$ cat config.mk
export PLATFORM = sky130hd
export DESIGN_NAME = pipelined_adder
export DESIGN_NICKNAME = d
export VERILOG_FILES = /design/src/rtl/pipelined_adder.sv
export SDC_FILE = /design/constraint.sdc
export NUM_CORES = 1
export LEC_CHECK = 0
export BUFFER_PORTS_ARGS = -buffer_cell sky130_fd_sc_hd__buf_2
export CORE_ASPECT_RATIO = 0.8
export CORE_MARGIN = 2
export CORE_UTILIZATION = 40
export DETAILED_ROUTE_END_ITERATION = 6
export PLACE_DENSITY = 0.66
export SLEW_MARGIN = 15
export SYNTH_ARGS = -nofsm -noshare
export SYNTH_HDL_FRONTEND = slang
export SYNTH_SLANG_ARGS = --single-unit
$ cat constraint.sdc
create_clock -name clock -period 6 [get_ports clock]
set_input_delay 0 -clock clock [delete_from_list [all_inputs] [get_ports clock]]
set_output_delay 0 -clock clock [all_outputs]
set_load 0.01 [all_outputs]
$ cat src/rtl/pipelined_adder.sv
// Pipelined ripple-carry adder/subtractor: WIDTH bits split into STAGES chunks,
// one chunk added per register stage, carry registered between stages.
module pipelined_adder #(
    parameter int WIDTH  = 32,
    parameter int STAGES = 4
) (
    input  logic             clock,
    input  logic             reset,
    input  logic             in_valid,
    output logic             in_ready,
    input  logic [WIDTH-1:0] augend,
    input  logic [WIDTH-1:0] addend,
    input  logic             carry_in,
    input  logic             subtract,
    output logic             out_valid,
    input  logic             out_ready,
    output logic [WIDTH-1:0] sum,
    output logic             carry_out,
    output logic             overflow
);

    // Guarded divisor keeps elaboration of a bad STAGES from dividing by zero
    // before the parameter check below reports it.
    localparam int SAFE_STAGES = (STAGES >= 1) ? STAGES : 1;
    localparam int CW          = WIDTH / SAFE_STAGES;

    if (STAGES < 1 || STAGES > WIDTH || (WIDTH % SAFE_STAGES) != 0) begin : g_bad_params
        $error("pipelined_adder: WIDTH must be a multiple of STAGES and 1 <= STAGES <= WIDTH");
    end

    // Handshake: a beat moves on a side when valid && ready on that side.
    // The whole pipe advances as one unit when the output slot is empty or
    // being drained; in_ready is that advance signal and never looks at in_valid.
    logic advance;

    logic             v_q [STAGES];
    logic             v_d [STAGES];
    logic             c_q [STAGES];
    logic             c_d [STAGES];
    logic [WIDTH-1:0] s_q [STAGES];
    logic [WIDTH-1:0] s_d [STAGES];
    logic [WIDTH-1:0] a_q [STAGES];
    logic [WIDTH-1:0] a_d [STAGES];
    logic [WIDTH-1:0] b_q [STAGES];
    logic [WIDTH-1:0] b_d [STAGES];
    logic             m_q;
    logic             m_d;

    logic [WIDTH-1:0] b_in;
    logic [WIDTH-1:0] op_a;
    logic [WIDTH-1:0] op_b;
    logic [WIDTH-1:0] s_prev;
    logic             cin;
    logic             v_prev;
    logic [CW:0]      chunk;

    assign advance = !v_q[STAGES-1] || out_ready;
    assign b_in    = subtract ? ~addend : addend;

    always_comb begin
        op_a   = '0;
        op_b   = '0;
        s_prev = '0;
        cin    = 1'b0;
        v_prev = 1'b0;
        chunk  = '0;
        m_d    = m_q;
        for (int k = 0; k < STAGES; k++) begin
            v_d[k] = v_q[k];
            c_d[k] = c_q[k];
            s_d[k] = s_q[k];
            a_d[k] = a_q[k];
            b_d[k] = b_q[k];
        end
        if (advance) begin
            for (int k = 0; k < STAGES; k++) begin
                if (k == 0) begin
                    op_a   = augend;
                    op_b   = b_in;
                    cin    = carry_in;
                    s_prev = '0;
                    v_prev = in_valid;
                end else begin
                    op_a   = a_q[k-1];
                    op_b   = b_q[k-1];
                    cin    = c_q[k-1];
                    s_prev = s_q[k-1];
                    v_prev = v_q[k-1];
                end
                chunk = {1'b0, op_a[k*CW +: CW]} + {1'b0, op_b[k*CW +: CW]}
                      + {{CW{1'b0}}, cin};
                v_d[k] = v_prev;
                c_d[k] = chunk[CW];
                a_d[k] = op_a;
                b_d[k] = op_b;
                s_d[k] = s_prev;
                s_d[k][k*CW +: CW] = chunk[CW-1:0];
                // Carry into the MSB recovered from the MSB sum bit: s = a ^ b ^ c.
                if (k == STAGES - 1) begin
                    m_d = op_a[WIDTH-1] ^ op_b[WIDTH-1] ^ chunk[CW-1];
                end
            end
        end
    end

    always_ff @(posedge clock or posedge reset) begin
        if (reset) begin
            for (int k = 0; k < STAGES; k++) begin
                v_q[k] <= 1'b0;
                c_q[k] <= 1'b0;
                s_q[k] <= '0;
                a_q[k] <= '0;
                b_q[k] <= '0;
            end
            m_q <= 1'b0;
        end else begin
            for (int k = 0; k < STAGES; k++) begin
                v_q[k] <= v_d[k];
                c_q[k] <= c_d[k];
                s_q[k] <= s_d[k];
                a_q[k] <= a_d[k];
                b_q[k] <= b_d[k];
            end
            m_q <= m_d;
        end
    end

    assign in_ready  = advance;
    assign out_valid = v_q[STAGES-1];
    assign sum       = s_q[STAGES-1];
    assign carry_out = c_q[STAGES-1];
    assign overflow  = m_q ^ c_q[STAGES-1];

endmodule

======== Word level (Yosys, flattened, before mapping) ========
Index checks and enable logic that the tools add are counted.
storage, ports and cells
  register bits ........................... 281
  input bits .............................. 70
  output and inout port bits .............. 36
  logic and storage cells ................. 46
cells by class
  $add $sub $neg .......................... 8
  multiplexer cells ....................... 13
  bitwise operators ....................... 4
  reductions and logical operators ........ 2
operators by type and width
  kind              count
  $mux 32           9
  $add 8x8->9       4
  $add 9x1->9       4
  $not 32->32       1
  $mux 1            4
  $xor 1x1->1       3
  $logic_not 1->1   1
  $logic_or 1x1->1  1

======== Logic depth before layout (Yosys ltp) ========
  word-level depth ........................ 6
  gate-level depth with buffers ........... 10
  depth with buffers taken out ............ 8

======== Worst setup path after synthesis ========
Ideal clock, no wire load.
  path type ............................... input-to-reg
  from .................................... input port subtract
  to ...................................... register s_q[102] (netlist bit)
  library setup time ...................... 118 ps
  arrival ................................. 1977 ps
  required time ........................... 5882 ps
  slack ................................... 3905 ps
  stages on the path ...................... 10
  path buffers ............................ 2
  path through ............................ clkbuf_1 buf_2 xnor2_1 fa_1 fa_1 nor2b_4 o31a_1 o31a_1 a211oi_1 a21o_1
on the way
  cells in the longest elaborated chain, start to end .. 4
ends and longest elaborated chain
  what                           RTL line  RTL
  start, declared                14        input logic subtract,
  $mux 32                        58        assign b_in = subtract ? ~addend : addend;
  $mux 32                        75        if (advance) begin
  $add 8x8->9                    90        chunk = {1'b0, op_a[k*CW +: CW]} + {1'b0, op_b[k*CW +: CW]}
  $add 9x1->9                    91        + {{CW{1'b0}}, cin};
  end signal, assigned by index  120       s_q[k] <= s_d[k];
  end, declared                  40        logic [WIDTH-1:0] s_q [STAGES];
Every way passes these cells. The select of a mux whose other input is x is not followed.
A chain may end at the register's enable or synchronous reset.

======== Final worst setup path ========
  from .................................... register v_q (netlist bit out_valid)
  to ...................................... register s_q[51] (netlist bit)
on the way
  cells in the longest elaborated chain, start to end .. 2
ends and longest elaborated chain
  what                             RTL line  RTL
  start, declared                  36        logic v_q [STAGES];
  start signal, assigned by index  118       v_q[k] <= v_d[k];
  $logic_not 1->1                  57        assign advance = !v_q[STAGES-1] || out_ready;
  $logic_or 1x1->1                 57
Every way passes these cells.

==> metrics.yaml <==
crit_type: "reg -> reg"
syn_area_mm2: 0.008568
antenna_found_initial: 0
synth_top_family_by_area: "simple AND/OR/NAND/NOR gates"
endpoint_kind: "register"
syn_inst: 941
rsz0062_at_grt: "no"
num_vias: 6071
fin_area_mm2: 0.01015
finalSetupViolCount: 0
arrival_ns: 2.67
clk_latency_ns: 0.42
area_growth_pct: 18.47
port_buffers: 105
ys_types: 42
post-route-min-period_ns: 2.322
worst_slew_pin_slew_ns: 1.017
routabilityCongestion: 0.8189
synth_area_per_cell_um2: 9.105
cts_tree: "done"
die_h_um: 134.9
skew_ns: 0.01074
post-cts-setup-buffer-count: 0
final_nets: 1148
final_layout_size_suffix_gt1_share_pct: 14.03
grt_use_total_pct: 16.05
crit_required_ns: 6.35
path_max_fanout: 106
synth_seq_cells: 185
synth_mux_area_share_pct: 0
ant_nets: 0
grt_pass1_vias: 5853
maxSlewHeadroom_pct: 32.19
cts.sinks: 185
cts_resized: 0
core_area_mm2: 0.02088
io_pins: 106
firstDrtPassIters: 4
synthAdderAreaFrac_pct: 5.958
cts_root_buf: "clkbuf_16"
yosysWarnings: 0
drv_slew: 0
overflow: 0
power_leakage_nw: 5.098
yosysSeqAreaShare_pct: 54.03
grt_max_degree: 216
powerDensity_mw_per_mm2: 506.7
clk_path_buf_depth: 2
critPathLaunchType: "register"
num_antenna_cells: 0
dpl_cell_area_mm2: 0.009050
h-tree-depth: 4
p_total_mw: 5.144
rows: 47
cts_made_buffers: 17
wirelength_um: 17160
synthXorXnorAreaFrac_pct: 4.804
finalCritPeriodShare_pct: 38.69
peakVddDrop_mv: 0.2663
synth-compound-area-share_pct: 8.280
outcome: "finished clean"
post-place-ws_ns: 3.386
clk_pin_slew_worst_paths_ns: 0.07
maxCapViolCount: 0
hold_path_class: "in -> reg"
via_per_inst: 4.585
die-area_mm2: 0.02261
setup_slack_ns: 3.678
synth-simple-area-share_pct: 21.31
wl_per_cell_um: 12.96
fin_tns_setup_ns: 0
dp_hpwl_um: 11280
syn_nets: 1047
drt_iter0_drc: 490
grt_pass1_wl_um: 29190
floorplan.initialDensity_pct: 41.04
die_width_um: 167.6
drc: 0
hold_viol: 0
clock.fmax_ghz: 0.4307
-- what timing repair did --
action	4_1_cts	5_1_grt
hold buffers	51	0
setup endpoints to repair	0	0
hold endpoints to repair	170	0
-- power by group --
group / leakage, nW / switching (mW) / internal [mW] / total, mW
clock: 0.272 / 0.500 / 0.624 / 1.12
combinational: 2.60 / 1.10 / 0.784 / 1.88
sequential: 2.23 / 0.333 / 1.81 / 2.14
-- layout by cell type (no fill, tap or decap), types with 5 or more instances in the layout --
cell           synthesis  layout
inv_1                 12      11
o21a_1                 7       7
o21ai_0               49      49
clkbuf_16              0      17
ha_1                  28      28
a211oi_1              10      10
nor2_1                25      25
xnor2_1               30      30
nand2_1              421     421
buf_2                 19     105
fa_1                   8       8
clkinvlp_4             0       5
dlygate4sd3_1          0      51
inv_6                  0       5
a21o_1                 7       7
xor2_1                17      17
a21oi_1               22      22
dfrtp_1              185     185
-- cells in the mapped netlist --
cell type,instances,share of area [%]
o22ai_1,1,0.073
or3_1,1,0.073
a21oi_1,22,1.3
nand2b_1,4,0.29
a31oi_1,1,0.073
a211oi_1,10,0.88
inv_1,12,0.53
ha_1,28,4.1
o31a_1,4,0.41
dfrtp_1,185,54
nor3b_1,4,0.35
o311ai_2,1,0.19
nor4_1,1,0.073
nand3_1,2,0.12
inv_2,1,0.044
a31o_2,1,0.10
o21ai_1,1,0.058
nor2b_4,2,0.32
and2_1,1,0.073
nor2b_1,1,0.073
xor2_1,17,1.7
o21a_1,7,0.61
o21bai_1,2,0.18
fa_1,8,1.9
nand3b_1,1,0.088
a221oi_1,2,0.20
o211ai_1,3,0.26
a21oi_2,1,0.10
xnor2_1,30,3.1
buf_2,19,1.1
nor3_1,1,0.058
or2_2,1,0.073
nand2_1,421,18
buf_4,32,2.8
clkbuf_1,25,1.1
buf_1,1,0.044
o31ai_1,3,0.26
or4_1,2,0.18
o211a_1,1,0.12
nor2_1,25,1.1
o21ai_0,49,2.9
a21o_1,7,0.61
-- area by class of cell --
| cell class | instances | area [um2] |
|---|---|---|
| inverters | 13 | 58.81 |
| clock buffers | 18 | 429.2 |
| flip-flops and latches | 185 | 4629 |
| repair buffers | 159 | 1071 |
| multi-input cells | 666 | 3465 |
| clock inverters | 14 | 161.4 |
| well taps | 269 | 336.6 |
| fillers | 2017 | 10730 |
-- metal layers --
layer  wire length, um  track usage (%)  vias up
met5                 0                0        -
li1                  -                -     3173
met1              9505            25.74     2768
met4                75            3.623        0
met3               710            3.546        6
met2              6874            21.85      124
-- kinds of logic after synthesis --
group,count (synthesis)
simple gates,467
flops,185
compound gates,116
buf+inv,90
xor+xnor,47
fa+ha+maj,36
-- state kept, by name, summed over array words and instances, names as in the netlist --
register and count:
a_q 48, b_q 48, s_q 48, sum 32
c_q 3, v_q 3, carry_out 1, m_q 1
out_valid 1
-- worst max-delay path: stages (launching register included) --
cell	delay [ns]
dfrtp_1	0.38
nor2b_4	0.15
inv_4	0.67
buf_4	0.61
o21ai_0	0.16
o21ai_0	0.16
-- worst paths after layout --
check                      cells after the start             startpoint  slack (ns)                   end
setup reg to reg                               5  out_valid$_DFFE_PP0P_        3.68   s_q[51]$_DFFE_PP0P_
hold / removal                                 4               carry_in        0.02   s_q[96]$_DFFE_PP0P_
max in group asynchronous                      4                  reset        4.35   b_q[80]$_DFFE_PP0P_
min in group asynchronous                      3                  reset        0.26  a_q[105]$_DFFE_PP0P_
setup / recovery                               5  out_valid$_DFFE_PP0P_        3.68   s_q[51]$_DFFE_PP0P_
hold reg to reg                                2     sum[2]$_DFFE_PP0P_        0.46    sum[2]$_DFFE_PP0P_
-- stage by stage --
step                      cells  utilization [%]  hold WS [ns]
after floorplan             941                -        0.1125
after global placement     1241            43.35        0.1994
after detailed placement   1241            43.35        0.1985
after CTS                  1324            48.62      0.009742
after global routing       1324            48.62       0.06453
final                      1324            48.62       0.01994
(Power assumes the default switching activity.)
